--- src/rtl/jesd204_pkg.sv ---
// Shared JESD204B definitions: control characters, ILA layout constants,
// ILA sequencer state encoding, link-mux selects and the ILA octet payload.
package jesd204_pkg;

  localparam int unsigned MFO_W      = 13;  // octet-in-multiframe counter width
  localparam int unsigned MFL_W      = 14;  // multiframe length width (up to 8192)
  localparam int unsigned MFI_W      = 8;   // multiframe index width
  localparam int unsigned CFG_OCTETS = 14;  // link-config octets after /Q/
  localparam int unsigned CFG_IDX_W  = 4;
  // /R/ + /Q/ + config block + /A/ must fit in one multiframe
  localparam int unsigned MIN_MF_LEN = CFG_OCTETS + 3;

  localparam logic [7:0] K28_0 = 8'h1C;  // /R/
  localparam logic [7:0] K28_3 = 8'h7C;  // /A/
  localparam logic [7:0] K28_4 = 8'h9C;  // /Q/
  localparam logic [7:0] K28_5 = 8'hBC;  // /K/

  typedef enum logic [1:0] {
    ILA_IDLE = 2'd0,
    ILA_RUN  = 2'd1,
    ILA_DONE = 2'd2
  } ila_state_t;

  typedef enum logic [1:0] {
    LMUX_DATA = 2'd0,
    LMUX_CGS  = 2'd1,
    LMUX_ILA  = 2'd2,
    LMUX_TEST = 2'd3
  } lmux_sel_t;

  typedef struct packed {
    logic [7:0]       octet;
    logic             is_k;
    logic             mf_start;
    logic [MFI_W-1:0] mf_index;
  } ila_octet_t;

endpackage

--- src/rtl/ila_pos_counter.sv ---
// Nested octet-position / multiframe counter for the ILA sequence.
//   clk, rst      : clock, async active-high reset
//   clr           : synchronous clear of both counters (priority over en)
//   en            : advance one octet
//   last_pos      : position of the last octet in a multiframe (mf_len-1)
//   last_mf       : index of the last multiframe (N-1)
//   pos, mf       : current octet position and multiframe index
//   seq_last_c    : current position is the final octet of the sequence
module ila_pos_counter
  import jesd204_pkg::*;
(
  input  logic             clk,
  input  logic             rst,
  input  logic             clr,
  input  logic             en,
  input  logic [MFO_W-1:0] last_pos,
  input  logic [MFI_W-1:0] last_mf,
  output logic [MFO_W-1:0] pos,
  output logic [MFI_W-1:0] mf,
  output logic             seq_last_c
);

  logic pos_wrap_c;
  logic mf_last_c;

  assign pos_wrap_c = (pos == last_pos);
  assign mf_last_c  = (mf == last_mf);
  assign seq_last_c = pos_wrap_c & mf_last_c;

  // Position wraps at the end of a multiframe; the index saturates at N-1.
  always_ff @(posedge clk or posedge rst) begin
    if (rst) begin
      pos <= '0;
      mf  <= '0;
    end else if (clr) begin
      pos <= '0;
      mf  <= '0;
    end else if (en) begin
      if (pos_wrap_c) begin
        pos <= '0;
        if (!mf_last_c) mf <= mf + MFI_W'(1);
      end else begin
        pos <= pos + MFO_W'(1);
      end
    end
  end

endmodule

--- src/rtl/ila_sequencer.sv ---
// JESD204B initial lane alignment octet generator for one lane.
//   clk, rst                : clock, async active-high reset
//   i_start / i_abort       : begin sequence (IDLE only) / terminate immediately
//   i_octet_en              : one octet slot this cycle
//   i_F, i_K                : octets/frame - 1, frames/multiframe - 1
//   i_ila_multiframe_length : ILA multiframes - 1
//   i_cfg_octet, o_cfg_idx  : same-cycle link-config octet lookup
//   o_valid, o_octet, o_is_k, o_mf_start, o_mf_index : registered octet stream
//   o_busy, o_done          : sequence in progress / one-cycle completion pulse
//   o_cfg_err               : current configuration cannot carry an ILA
module ila_sequencer
  import jesd204_pkg::*;
(
  input  logic                 clk,
  input  logic                 rst,
  input  logic                 i_start,
  input  logic                 i_abort,
  input  logic                 i_octet_en,
  input  logic [7:0]           i_F,
  input  logic [4:0]           i_K,
  input  logic [7:0]           i_ila_multiframe_length,
  input  logic [7:0]           i_cfg_octet,
  output logic [CFG_IDX_W-1:0] o_cfg_idx,
  output logic                 o_valid,
  output logic [7:0]           o_octet,
  output logic                 o_is_k,
  output logic                 o_mf_start,
  output logic [MFI_W-1:0]     o_mf_index,
  output logic                 o_busy,
  output logic                 o_done,
  output logic                 o_cfg_err
);

  ila_state_t       state;
  logic [MFL_W-1:0] mf_len_c;
  logic [MFL_W-1:0] mf_len_q;
  logic [MFI_W-1:0] n_last_q;
  logic [MFO_W-1:0] last_pos_c;
  logic [MFO_W-1:0] pos;
  logic [MFI_W-1:0] mf;
  logic             seq_last_c;
  logic             cnt_en_c;
  logic             cnt_clr_c;
  logic             in_cfg_c;
  ila_octet_t       oct_c;
  ila_octet_t       oct_q;

  assign mf_len_c  = (MFL_W'(i_F) + MFL_W'(1)) * (MFL_W'(i_K) + MFL_W'(1));
  assign o_cfg_err = (mf_len_c < MFL_W'(MIN_MF_LEN)) | (i_ila_multiframe_length == 8'd0);

  assign last_pos_c = MFO_W'(mf_len_q - MFL_W'(1));
  assign cnt_en_c   = (state == ILA_RUN) & i_octet_en & ~i_abort;
  // Counters are held at zero whenever no sequence is running
  assign cnt_clr_c  = i_abort | (state != ILA_RUN);

  ila_pos_counter u_pos_counter (
    .clk        (clk),
    .rst        (rst),
    .clr        (cnt_clr_c),
    .en         (cnt_en_c),
    .last_pos   (last_pos_c),
    .last_mf    (n_last_q),
    .pos        (pos),
    .mf         (mf),
    .seq_last_c (seq_last_c)
  );

  // Config block occupies positions 2..CFG_OCTETS+1 of multiframe 1
  assign in_cfg_c  = (mf == MFI_W'(1)) && (pos >= MFO_W'(2)) &&
                     (pos < MFO_W'(CFG_OCTETS + 2));
  assign o_cfg_idx = in_cfg_c ? CFG_IDX_W'(pos - MFO_W'(2)) : '0;

  // Octet decode for the current (mf, pos)
  always_comb begin
    oct_c          = '0;
    oct_c.octet    = pos[7:0];
    oct_c.is_k     = 1'b0;
    oct_c.mf_start = (pos == '0);
    oct_c.mf_index = mf;
    if (pos == '0) begin
      oct_c.octet = K28_0;
      oct_c.is_k  = 1'b1;
    end else if (pos == last_pos_c) begin
      oct_c.octet = K28_3;
      oct_c.is_k  = 1'b1;
    end else if ((mf == MFI_W'(1)) && (pos == MFO_W'(1))) begin
      oct_c.octet = K28_4;
      oct_c.is_k  = 1'b1;
    end else if (in_cfg_c) begin
      oct_c.octet = i_cfg_octet;
    end
  end

  assign o_octet    = oct_q.octet;
  assign o_is_k     = oct_q.is_k;
  assign o_mf_start = oct_q.mf_start;
  assign o_mf_index = oct_q.mf_index;

  // Sequencer FSM with registered outputs; abort overrides every state
  always_ff @(posedge clk or posedge rst) begin
    if (rst) begin
      state    <= ILA_IDLE;
      mf_len_q <= '0;
      n_last_q <= '0;
      oct_q    <= '0;
      o_valid  <= 1'b0;
      o_busy   <= 1'b0;
      o_done   <= 1'b0;
    end else begin
      o_valid <= 1'b0;
      o_done  <= 1'b0;
      if (i_abort) begin
        state  <= ILA_IDLE;
        oct_q  <= '0;
        o_busy <= 1'b0;
      end else begin
        case (state)
          ILA_IDLE: begin
            o_busy <= 1'b0;
            if (i_start && !o_cfg_err) begin
              mf_len_q <= mf_len_c;
              n_last_q <= i_ila_multiframe_length;
              state    <= ILA_RUN;
              o_busy   <= 1'b1;
            end
          end
          ILA_RUN: begin
            o_busy <= 1'b1;
            if (i_octet_en) begin
              o_valid <= 1'b1;
              oct_q   <= oct_c;
              if (seq_last_c) state <= ILA_DONE;
            end
          end
          ILA_DONE: begin
            o_busy <= 1'b1;
            o_done <= 1'b1;
            state  <= ILA_IDLE;
          end
          default: begin
            o_busy <= 1'b0;
            state  <= ILA_IDLE;
          end
        endcase
      end
    end
  end

endmodule

--- config.mk ---
export PLATFORM = sky130hd
export DESIGN_NAME = ila_sequencer
export DESIGN_NICKNAME = d
export VERILOG_FILES = /design/src/rtl/jesd204_pkg.sv /design/src/rtl/ila_pos_counter.sv /design/src/rtl/ila_sequencer.sv
export SDC_FILE = /design/constraint.sdc
export NUM_CORES = 1
export LEC_CHECK = 0
export BUFFER_PORTS_ARGS = -buffer_cell sky130_fd_sc_hd__buf_2
export CAP_MARGIN = 20
export CORE_ASPECT_RATIO = 1.2
export CORE_UTILIZATION = 54
export CTS_CLUSTER_DIAMETER = 60
export CTS_CLUSTER_SIZE = 28
export DETAILED_ROUTE_END_ITERATION = 8
export PLACE_DENSITY = 0.88
export SETUP_SLACK_MARGIN = 0.15
export SLEW_MARGIN = 0
export SYNTH_ARGS = -nofsm -noshare
export SYNTH_HDL_FRONTEND = slang
export SYNTH_HIERARCHICAL = 1
export SYNTH_SLANG_ARGS = --single-unit
--- constraint.sdc ---
create_clock -name clk -period 6.1 [get_ports clk]
set_input_delay 1.22 -clock clk [delete_from_list [all_inputs] [get_ports clk]]
set_output_delay 1.22 -clock clk [all_outputs]
set_load 0.01 [all_outputs]
Yosys cells after proc, flatten, opt, wreduce, memory -nomap -nowiden:

Index checks and enable logic that the tools add are counted.

* $add $sub $neg: 6
* multiply operators: 1
* order comparisons: 3
* equal/unequal tests: 11
* muxes and demuxes: 29
* bitwise gates (word level): 6
* reductions and logical operators: 17

Operator list (count)
* 18-bit 2-to-1 mux: 3
* 8-bit 2-to-1 mux: 6
* 13-bit 2-to-1 mux: 3
* 9-bit 2-to-1 mux: 2
* 14-bit by 5-bit < comparator with 1-bit output, second input constant: 1
* 9-bit by 6-bit multiplier with 14-bit output: 1
* 13-bit by 1-bit adder with 13-bit output, second input constant: 1
* 13-bit by 1-bit equality test with 1-bit output, second input constant: 1
* 13-bit equality test: 1
* 13-bit by 2-bit greater-or-equal comparator with 1-bit output, second input constant: 1
* 13-bit zero test: 1
* 13-bit by 5-bit < comparator with 1-bit output, second input constant: 1
* 13-bit by 1-bit subtractor with 13-bit output, second input constant: 1
* 8-bit by 1-bit adder with 9-bit output, second input constant: 1
* 3-bit inequality test, second input constant: 3
* 3-bit AND reduction: 3
* 8-bit by 1-bit adder with 8-bit output, second input constant: 1
* 8-bit by 1-bit equality test with 1-bit output, second input constant: 1
* 8-bit equality test: 1
* 8-bit zero test: 1
* 1-bit 2-to-1 mux: 8
* 2-bit 2-to-1 mux: 4
* 2-bit nonzero test: 4
* 5-bit by 1-bit adder with 6-bit output, second input constant: 1
* 16 further kinds: 22

* bits in registers: 65
* bits of input ports: 34
* output and inout bits: 26
* logic and storage cells: 85

Logic depth before layout (Yosys ltp):

Gate-level depths: netlist of the first run.

* depth after elaboration: 10
* gate-level depth with buffers: 21
* gate-level depth less buffers: 19

Hierarchy:

The synthesis of the first run kept the hierarchy.

By module, submodules not included
* ila_sequencer: times used 1, cells an instance 444, area an instance 4105.2 um^2, seq. area each 1101.1 um^2
* ila_pos_counter: times used 1, cells an instance 153, area an instance 1451.4 um^2, seq. area each 525.5 um^2

Worst setup path after synthesis of the first run:

Ideal clock, no wire load.

* path type: input-to-output
* from: in i_F[0]
* to: out o_cfg_err
* data arrival time: 5.208 ns
* data required time: 4.880 ns
* setup slack: -0.328 ns
* cell stages on the path: 18
* path buffers: 1
* cells stage by stage: clkbuf_1 -> nand2_1 -> nor2_1 -> nand3_1 -> xor2_1 -> or2_2 -> fa_1 -> inv_1 -> fa_1 -> fa_1 -> ha_1 -> a21oi_1 -> o21ai_0 -> a21oi_1 -> xnor2_1 -> nor4_1 -> nand4_2 -> nand2_1

* cells in the longest elaborated chain, start to end: 4

RTL lines
* start: declaration: RTL line ila_sequencer.sv:19 `input logic [7:0] i_F,`
* 8-bit by 1-bit adder with 9-bit output: RTL line ila_sequencer.sv:48 `assign mf_len_c = (MFL_W'(i_F) + MFL_W'(1)) * (MFL_W'(i_K) + MFL_W'(1));`
* 9-bit by 6-bit multiplier with 14-bit output: RTL line ila_sequencer.sv:48
* 14-bit by 5-bit < comparator with 1-bit output: RTL line ila_sequencer.sv:49 `assign o_cfg_err = (mf_len_c < MFL_W'(MIN_MF_LEN)) | (i_ila_multiframe_length == 8'd0);`
* 1-bit OR: RTL line ila_sequencer.sv:49
* end: declaration: RTL line ila_sequencer.sv:31 `output logic o_cfg_err`

Every way passes these cells.

Final worst setup path of the first run:

Same ends and word-level chain as after synthesis.

==> flow_metrics.env, run 1 <==
export IMPL_min_period_ns=6.64
export IMPL_cts_clk_slew_worst_paths_ns=0.05
export IMPL_slew_viol_final=0
export IMPL_drv_cap=0
export IMPL_hold_path_class="flop to flop"
export IMPL_place_gp_congestion=0.945
export IMPL_area_growth_pct=33.9
export IMPL_critPathCapture="o_cfg_err"
export IMPL_clock_sinks=65
export IMPL_start_util=0.555
export IMPL_num_vias=5155
export IMPL_dieHeight_um=113
export IMPL_holdPathStages=2
export IMPL_busiest_layer="met2"
export IMPL_netlist_instances=597
export IMPL_critPathBufInv=5
export IMPL_path_cells="buf_6 -> ha_4 -> nand3_4 -> nor2_4 -> xnor2_4 -> buf_4 -> or2_4 -> fa_1 -> inv_2 -> fa_1 -> fa_1 -> ha_4 -> a21oi_4 -> o21ai_4 -> a21oi_2 -> buf_4 -> o21ai_2 -> xnor2_1 -> nand4_2 -> nand2_2 -> buf_6"
export IMPL_rrSetupSlack_ns=1.57
export IMPL_r2r_end="state[1]"
export IMPL_critPathKind="input port to primary output"
export IMPL_maxSlewHeadroom=0.393
export IMPL_antenna_cells=0
export IMPL_syn_num_nets=692
export IMPL_ys_ff_latch=65
export IMPL_wl_per_cell_um=19.8
export IMPL_syn_area_sq_um=5560
export IMPL_viasPerCell=5.99
export IMPL_swShare=0.400
export IMPL_rows=40
export IMPL_startpoint_type="input port"
export IMPL_power_mw=2.56
export IMPL_switchingPower_mw=1.02
export IMPL_final_cells=860
export IMPL_grt_pass1_wl_mm=24.7
export IMPL_yosysSeqAreaShare=0.293
export IMPL_p_comb_frac=0.559
export IMPL_final_nets=824
export IMPL_yosysWarnings=6
export IMPL_max_vdd_ir_drop_mv=0.191
export IMPL_setup_ws_ns=-0.541
export IMPL_synthArstFlopShare=1.00
export IMPL_synth_distinct_cells=57
export IMPL_cts_buffers=9
export IMPL_leakage_nw=3.47
export IMPL_critPathMaxStageDelay_ns=0.56
export IMPL_fin_crit_sh=1.09
export IMPL_coreArea_sq_um=10000
export IMPL_violations="setup timing"
export IMPL_internal_power_mw=1.53
export IMPL_drcViolationCount=0
export IMPL_ys_flop_type="dfrtp_1"
export IMPL_grt_use_total=0.300
export IMPL_synth_top_cell_by_area="dfrtp_1"
export IMPL_gr_usage_met2=0.570
export IMPL_status="finished with violations"
export IMPL_avgSynthCellArea_sq_um=9.31
export IMPL_cp_required_ns=4.88
export IMPL_ios=60
export IMPL_drt_initial_drc_count=365
export IMPL_port_buffers=59
export IMPL_worstPathMaxFanout=4
export IMPL_die_area_sq_um=10700
export IMPL_cp_slowest_cell="fa_1"
export IMPL_dp_hpwl_mm=10.9
export IMPL_layout_drive_gt1_share=0.346
export IMPL_htreeDepth=3
export IMPL_use_met3=0.0477
export IMPL_path_delay_family="adder cells"
export IMPL_synth_edff_count=0
export IMPL_clock_fmax_mhz=151
export IMPL_cts_tree="done"
export IMPL_cp_depth=21
export IMPL_antenna_left=0
export IMPL_power_frac_seq=0.240
export IMPL_first_pass_iters=5
export IMPL_cts_root_buffer="clkbuf_16"
export IMPL_die_w_um=94.6
export IMPL_r2r_cells=16
export IMPL_power_frac_clock=0.201
export IMPL_clk_latency_ns=0.34
export IMPL_cpMostUsedCell="fa_1"
export IMPL_antenna_found_initial=0
export IMPL_timing_rr_start="mf_len_q[2]"
export IMPL_dp_cells=819
export IMPL_gr_total_overflow=0
export IMPL_grt_util_met1=0.273
export IMPL_drt_total_wl_mm=17.0
export IMPL_critPathCaptureType="primary output"
export IMPL_p_per_area_nw_per_um2=344
export IMPL_post_route_util=0.743
export IMPL_hold_viol_final=0
export IMPL_hold_buffers=0
export IMPL_setup_viol=25
export IMPL_grt_start_max_net_pins=37
export IMPL_yosysTopAreaCellShare=0.293
export IMPL_fin_worst_skew_ns=0.00359
export IMPL_rsz0062_at_grt="yes"
export IMPL_critPathLaunch="i_F[0]"
export IMPL_grt_pass1_vias=5422
export IMPL_clockBufferDepth=2
export IMPL_arrival_ns=5.42
export IMPL_synth_area_top_cells="dfrtp_1 (29%), fa_1 (10%), ha_1 (7.4%)"
export IMPL_tightest_slew_ns=0.910
-- sequential cells by signal, indices dropped and copies added, names as in the netlist --
register           count
o_octet                8
o_valid                1
o_mf_index             8
o_mf_start             1
o_busy                 1
o_done                 1
o_is_k                 1
u_pos_counter/pos     13
n_last_q               8
mf_len_q              13
u_pos_counter/mf       8
state                  2
-- per-layer routing --
layer	vias up	part of all wire
met2	273	0.54
met5	-	0
li1	2299	-
met3	121	0.051
met1	2462	0.33
met4	0	0.079
-- timing repair --
action,4_1_cts,5_1_grt
pin swaps,47,26
gates resized for setup,46,31
endpoints found under the setup margin,1,21
gates cloned,0,2
setup buffers,12,11
-- metrics by stage --
| step | worst slack, ns | TNS [ns] | hold slack [ns] | instance area (sq um) |
|---|---|---|---|---|
| 4_1_cts | -0.325 | -0.325 | 0.495 | 7160 |
| 6_report | -0.541 | -9.83 | 0.496 | 7440 |
| 3_3_place_gp | -0.375 | -0.375 | 0.466 | 6610 |
| 2_1_floorplan | -0.0807 | -0.0807 | 0.477 | 5850 |
| 3_5_place_dp | -0.519 | -0.604 | 0.483 | 6610 |
| 5_1_grt | -0.661 | -12.78 | 0.523 | 7440 |
-- cells in the final DEF (no fill, tap or decap), types with 4 or more instances in the layout --
| cell | count |
|---|---|
| inv_1 | 44 |
| nor2_1 | 54 |
| clkbuf_16 | 11 |
| o21ai_0 | 8 |
| xor2_1 | 27 |
| a211oi_1 | 9 |
| nor2b_1 | 13 |
| ha_4 | 7 |
| a22o_1 | 9 |
| mux2i_1 | 8 |
| nor4_1 | 9 |
| nand3_2 | 4 |
| nand2_1 | 30 |
| nand3_4 | 6 |
| buf_4 | 67 |
| and3_1 | 7 |
| nor2_2 | 11 |
| inv_2 | 7 |
| ha_1 | 26 |
| clkinv_2 | 4 |
| mux2_2 | 14 |
| mux2_4 | 4 |
| a21o_1 | 4 |
| nand3_1 | 12 |
| o2111ai_1 | 5 |
| nand4_1 | 8 |
| nand2b_1 | 14 |
| dfrtp_1 | 65 |
| nor2_4 | 6 |
| a21oi_1 | 12 |
| buf_2 | 50 |
| nor3_1 | 14 |
| buf_6 | 17 |
| or2_4 | 5 |
| fa_1 | 28 |
| xnor2_1 | 38 |
-- Yosys cell counts (14+ instances only) --
| cell type | n |
|---|---|
| nor3_1 | 14 |
| ha_1 | 33 |
| a21oi_1 | 17 |
| inv_1 | 52 |
| xor2_1 | 32 |
| nand3_1 | 20 |
| nor2_1 | 69 |
| nand2_1 | 33 |
| fa_1 | 28 |
| mux2_2 | 15 |
| dfrtp_1 | 65 |
| nand2b_1 | 14 |
| xnor2_1 | 42 |
-- tightest hold or removal path, stage by stage (launching register included) --
cell     delay [ns]
dfrtp_1        0.34
nand2_1        0.07
o31ai_2        0.05
-- power by group through the flow --
stage | sequential [mW] | combinational [mW] | clock, mW
floorplan | 0.596 | 0.822 | 0
global placement | 0.602 | 1.12 | 0
detailed placement | 0.612 | 1.18 | 0
CTS | 0.606 | 1.28 | 0.513
global route | 0.621 | 1.53 | 0.540
finish | 0.613 | 1.43 | 0.514
-- area by class of cell --
type / count / area, sq um
Clock buffer: 10 / 239
Tap cell: 126 / 158
Multi-Input combinational cell: 462 / 4110
Sequential cell: 65 / 1630
Fill cell: 587 / 2570
Inverter: 52 / 195
Clock inverter: 6 / 57.6
Timing Repair Buffer: 139 / 1050
-- cells by family (layout without fill, tap and decap cells) --
group	Yosys count	count (layout)	share of synthesized area
flops	65	65	0.293
simple gates	218	218	0.204
buf+inv	70	207	0.0520
xor+xnor	74	74	0.117
fa+ha+maj	61	61	0.175
compound gates	81	81	0.102
mux	28	28	0.0570
-- worst min-delay path by stage --
| stage | from | end | slack [ns] |
|---|---|---|---|
| finish | o_octet[1] | o_octet[1] | 0.50 |
| global route | o_octet[0] | o_octet[0] | 0.52 |
| CTS | o_octet[1] | o_octet[1] | 0.49 |
| detailed placement | o_octet[1] | o_octet[1] | 0.48 |
| global placement | o_octet[0] | o_octet[0] | 0.47 |
| floorplan | mf_len_q[12] | mf_len_q[12] | 0.48 |
No activity file was read; power rests on OpenSTA's default activity.
==> run 2: changes to the inputs <==
CORE_UTILIZATION = 38   (was 54)
PLACE_DENSITY = 0.69   (was 0.88)
==> flow_metrics.env, run 2 (same netlist as run 1, synthesis figures left out) <==
export IMPL_status="finished with violations"
export IMPL_violations="setup timing"
export IMPL_place_area_sq_um=6670
export IMPL_fin_setup_tns_ns=-0.298
export IMPL_critPathKind="input port to primary output"
export IMPL_die_area_sq_um=15100
export IMPL_rsz0062_at_grt="yes"
export IMPL_drt_initial_drc_count=216
export IMPL_post_route_util=0.526
export IMPL_power_frac_seq=0.236
export IMPL_internal_power_mw=1.57
export IMPL_viasPerCell=5.21
export IMPL_critPathCaptureType="primary output"
export IMPL_hold_viol_final=0
export IMPL_clockBufferDepth=2
export IMPL_hold_path_class="flop to flop"
export IMPL_r2r_end="state[1]"
export IMPL_cts_buffers=9
export IMPL_final_seq_area_sq_um=1630
export IMPL_maxSlewHeadroom=0.304
export IMPL_startpoint_type="input port"
export IMPL_start_util=0.387
export IMPL_leakage_nw=3.46
export IMPL_power_mw=2.55
export IMPL_clk_latency_ns=0.34
export IMPL_place_gp_congestion=0.833
export IMPL_fin_worst_skew_ns=0.00816
export IMPL_dieHeight_um=134
export IMPL_clock_sinks=65
export IMPL_gr_total_overflow=0
export IMPL_setup_ws_ns=-0.298
export IMPL_htreeDepth=3
export IMPL_clock_fmax_mhz=156
export IMPL_cp_slowest_cell="fa_1"
export IMPL_worstPathMaxFanout=4
export IMPL_whs_ns=0.483
export IMPL_power_frac_clock=0.204
export IMPL_fin_area_sq_um=7550
export IMPL_grt_pass1_vias=4956
export IMPL_cpMostUsedCell="fa_1"
export IMPL_final_nets=816
export IMPL_num_vias=4692
export IMPL_drv_cap=0
export IMPL_layout_drive_gt1_share=0.357
export IMPL_rrSetupSlack_ns=1.96
export IMPL_cts_tree="done"
export IMPL_slew_viol_final=0
export IMPL_tightest_slew_ns=1.04
export IMPL_min_period_ns=6.40
export IMPL_setup_viol=1
export IMPL_swShare=0.385
export IMPL_drt_total_wl_mm=13.4
export IMPL_die_w_um=112
export IMPL_cp_required_ns=4.88
export IMPL_pre_cts_ws_ns=-0.586
export IMPL_grt_use_total=0.184
export IMPL_switchingPower_uw=981
export IMPL_antenna_left=0
export IMPL_layout_commonest_cell="buf_4"
export IMPL_dp_cells=868
export IMPL_ios=60
export IMPL_max_vdd_ir_drop_mv=0.169
export IMPL_arrival_ns=5.18
export IMPL_nFillCells=1249
export IMPL_r2r_cells=16
export IMPL_rows=48
export IMPL_first_pass_iters=6
export IMPL_fin_crit_sh=1.05
export IMPL_p_per_area_nw_per_um2=337
export IMPL_wl_per_cell_um=14.9
export IMPL_drcViolationCount=0
export IMPL_dp_hpwl_mm=10.1
export IMPL_path_cells="buf_12 -> ha_4 -> nand3_4 -> nor2_4 -> xnor2_4 -> nor2_4 -> fa_1 -> fa_1 -> inv_1 -> fa_1 -> inv_2 -> ha_4 -> buf_4 -> nor2_1 -> o21ai_1 -> o21ai_2 -> o2111ai_2 -> nor4_2 -> nand4_2 -> nand2_2 -> buf_6"
export IMPL_multi_input_area_sq_um=4250
export IMPL_timing_rr_start="mf_len_q[2]"
export IMPL_critPathMaxStageDelay_ns=0.54
export IMPL_holdPathStages=2
export IMPL_antenna_cells=0
export IMPL_cts_root_buffer="clkbuf_16"
export IMPL_top_regs="mf_len_q x13, u_pos_counter/pos x13"
export IMPL_cts_clk_slew_worst_paths_ns=0.06
export IMPL_hold_start="o_octet[0]"
export IMPL_port_buffers=59
export IMPL_p_comb_frac=0.559
export IMPL_antenna_found_initial=0
export IMPL_coreArea_sq_um=14400
export IMPL_area_growth_pct=35.9
export IMPL_mostFrequentLayoutCells="buf_4 (67), dfrtp_1 (65), nor2_1 (56)"
export IMPL_final_cells=901
export IMPL_grt_pass1_wl_mm=22.6
export IMPL_grt_start_max_net_pins=45
export IMPL_whs_endpoint="o_octet[0]"
[run 2: final cells by class]
type,count,share of cell area
tap,175,0.0290
inverter,52,0.0259
multi-input combinational,462,0.563
clock buffer,10,0.0317
timing repair buffer,131,0.126
clock inverter,6,0.00878
sequential,65,0.215
[run 2: critical path, delay by kind of cell]
family          cells  cell delay, ns
compound gates      3            0.36
xor+xnor            1            0.24
fa+ha+maj           5            1.93
buf+inv             5            0.46
simple gates        7            0.97
[run 2: routing by layer]
layer | vias up | track usage | wire (um)
met5 | - | 0 | 0
met4 | 0 | 0.0659 | 333
met3 | 31 | 0.0296 | 322
met2 | 104 | 0.369 | 7600
met1 | 2269 | 0.191 | 5140
li1 | 2288 | - | -
[run 2: power by group through the flow]
stage | combinational [mW] | sequential (mW) | clock, mW
2_1_floorplan | 0.822 | 0.596 | 0
3_3_place_gp | 1.14 | 0.603 | 0
3_5_place_dp | 1.19 | 0.607 | 0
4_1_cts | 1.29 | 0.602 | 0.532
5_1_grt | 1.56 | 0.613 | 0.549
6_report | 1.42 | 0.601 | 0.520
[run 2: worst max-delay path by stage]
stage                endpoint   start  slack [ns]
finish              o_cfg_err  i_F[0]       -0.30
global route        o_cfg_err  i_K[1]       -0.46
global placement    o_cfg_err  i_K[0]       -0.47
detailed placement  o_cfg_err  i_F[0]       -0.59
floorplan           o_cfg_err  i_F[0]       -0.08
CTS                 o_cfg_err  i_F[1]       -0.28
[run 2: what timing repair did]
item / in CTS / in global routing
cloned: 0 / 0
hold buffers: 0 / 0
endpoints found under the setup margin: 1 / 1
pin swaps: 41 / 40
endpoints found under the hold margin: 0 / 0
gates resized for setup: 43 / 45
buffers inserted: 12 / 5
==> run 3: changes to the inputs <==
PLACE_DENSITY = 0.67   (was 0.69)
clock period = 6.55 ns   (was 6.1 ns; I/O delays follow)
==> flow_metrics.env, run 3 (same netlist as run 1, synthesis figures left out) <==
export IMPL_ios=60
export IMPL_drt_initial_drc_count=184
export IMPL_setup_viol=0
export IMPL_viasPerCell=5.15
export IMPL_final_cells=890
export IMPL_multi_input_area_sq_um=4120
export IMPL_grt_pass1_wl_mm=22.2
export IMPL_fin_worst_skew_ns=0.00531
export IMPL_min_period_ns=6.53
export IMPL_hold_viol_final=0
export IMPL_place_area_sq_um=6600
export IMPL_top_regs="mf_len_q x13, u_pos_counter/pos x13"
export IMPL_cts_clk_slew_worst_paths_ns=0.06
export IMPL_cp_required_ns=5.24
export IMPL_startpoint_type="input port"
export IMPL_fin_area_sq_um=7290
export IMPL_drt_total_wl_mm=12.7
export IMPL_route_met3_wl_um=278
export IMPL_cts_buffers=9
export IMPL_worstPathMaxFanout=6
export IMPL_critPathKind="input port to primary output"
export IMPL_drv_cap=0
export IMPL_gr_total_overflow=0
export IMPL_dr_wl_met2_mm=7.15
export IMPL_fin_crit_sh=0.998
export IMPL_maxSlewHeadroom=0.313
export IMPL_slew_viol_final=0
export IMPL_status="completed"
export IMPL_tightest_slew_ns=1.03
export IMPL_htreeDepth=3
export IMPL_dieHeight_um=134
export IMPL_rsz0062_at_grt="yes"
export IMPL_port_buffers=59
export IMPL_grt_start_max_net_pins=45
export IMPL_rows=48
export IMPL_first_pass_iters=4
export IMPL_coreArea_sq_um=14400
export IMPL_start_util=0.387
export IMPL_mostFrequentLayoutCells="dfrtp_1 (65), buf_4 (58), nor2_1 (55)"
export IMPL_place_gp_congestion=0.835
export IMPL_leakage_nw=3.35
export IMPL_clk_latency_ns=0.33
export IMPL_die_w_um=112
export IMPL_p_per_area_nw_per_um2=307
export IMPL_final_nets=805
export IMPL_antenna_left=0
export IMPL_grt_use_total=0.181
export IMPL_antenna_found_initial=0
export IMPL_arrival_ns=5.22
export IMPL_grt_pass1_vias=4920
export IMPL_critPathCaptureType="primary output"
export IMPL_hold_path_class="flop to flop"
export IMPL_num_vias=4587
export IMPL_clock_fmax_mhz=153
export IMPL_m1WireLength_mm=5.06
export IMPL_antenna_cells=0
export IMPL_layout_drive_gt1_share=0.330
export IMPL_dp_hpwl_mm=9.85
export IMPL_cts_tree="done"
export IMPL_cts_root_buffer="clkbuf_16"
export IMPL_layout_commonest_cell="dfrtp_1"
export IMPL_max_vdd_ir_drop_mv=0.148
export IMPL_die_area_sq_um=15100
export IMPL_clockBufferDepth=2
export IMPL_wl_per_cell_um=14.3
export IMPL_nFillCells=1268
export IMPL_final_seq_area_sq_um=1630
export IMPL_clock_sinks=65
export IMPL_area_growth_pct=31.2
export IMPL_drcViolationCount=0
export IMPL_highest_layer="met4"
export IMPL_dp_cells=865
## run 3: cell type report
cell class	count	share of cell area
sequential	65	0.223
tap	175	0.0300
inverter	52	0.0268
multi-input combinational	462	0.565
clock inverter	7	0.00961
timing repair buffer	120	0.115
clock buffer	9	0.0309
## run 3: path summary, 6_finish.rpt
kind | slack (ns) | from | depth (start not counted) | to
max in group asynchronous | 4.89 | rst | 2 | u_pos_counter/pos[5]
max reg2reg | 2.49 | mf_len_q[2] | 16 | state[1]
min | 0.49 | o_octet[0] | 2 | o_octet[0]
max | 0.02 | i_K[1] | 19 | o_cfg_err
min in group asynchronous | 1.12 | rst | 3 | o_mf_index[1]
min reg2reg | 0.49 | o_octet[0] | 2 | o_octet[0]
## run 3: layer usage
metal,vias up,track usage
li1,2255,-
met1,2212,0.186
met2,94,0.366
met3,26,0.0265
met4,0,0.0644
met5,-,0
## run 3: what timing repair did
item	CTS	global route
pin swaps	48	4
resized for setup	67	5
hold buffers	0	0
setup endpoints to repair	1	1
setup buffers	8	1
## run 3: critical path, stage by stage
cell and delay (ns):
buf_8 0.10, ha_4 0.18, nand3_4 0.10, xor2_4 0.22
buf_6 0.13, or2_4 0.24, fa_1 0.50, inv_2 0.04
fa_1 0.47, fa_1 0.54, ha_4 0.23, a21oi_2 0.15
o21ai_2 0.09, a21oi_2 0.15, xnor2_1 0.12, nor4_2 0.29
nand4_2 0.17, nand2_2 0.10, buf_6 0.10
## run 3: report_power, final
part	switching, mW	total (mW)	leakage (nW)	internal, mW
registers	0.0729	0.559	0.862	0.486
clock network	0.174	0.468	0.146	0.294
logic	0.595	1.21	2.34	0.619
## run 3: per-stage QoR
stage / power (mW) / util / TNS [ns] / worst slack (ns) / hold slack [ns]
2_1_floorplan: 1.31 / - / 0 / 0.161 / 0.477
3_3_place_gp: 1.61 / 0.459 / -0.225 / -0.225 / 0.466
3_5_place_dp: 1.64 / 0.459 / -0.363 / -0.363 / 0.487
4_1_cts: 2.22 / 0.505 / 0 / 0.00902 / 0.499
5_1_grt: 2.40 / 0.508 / -0.169 / -0.169 / 0.515
6_report: 2.24 / 0.508 / 0 / 0.0159 / 0.494
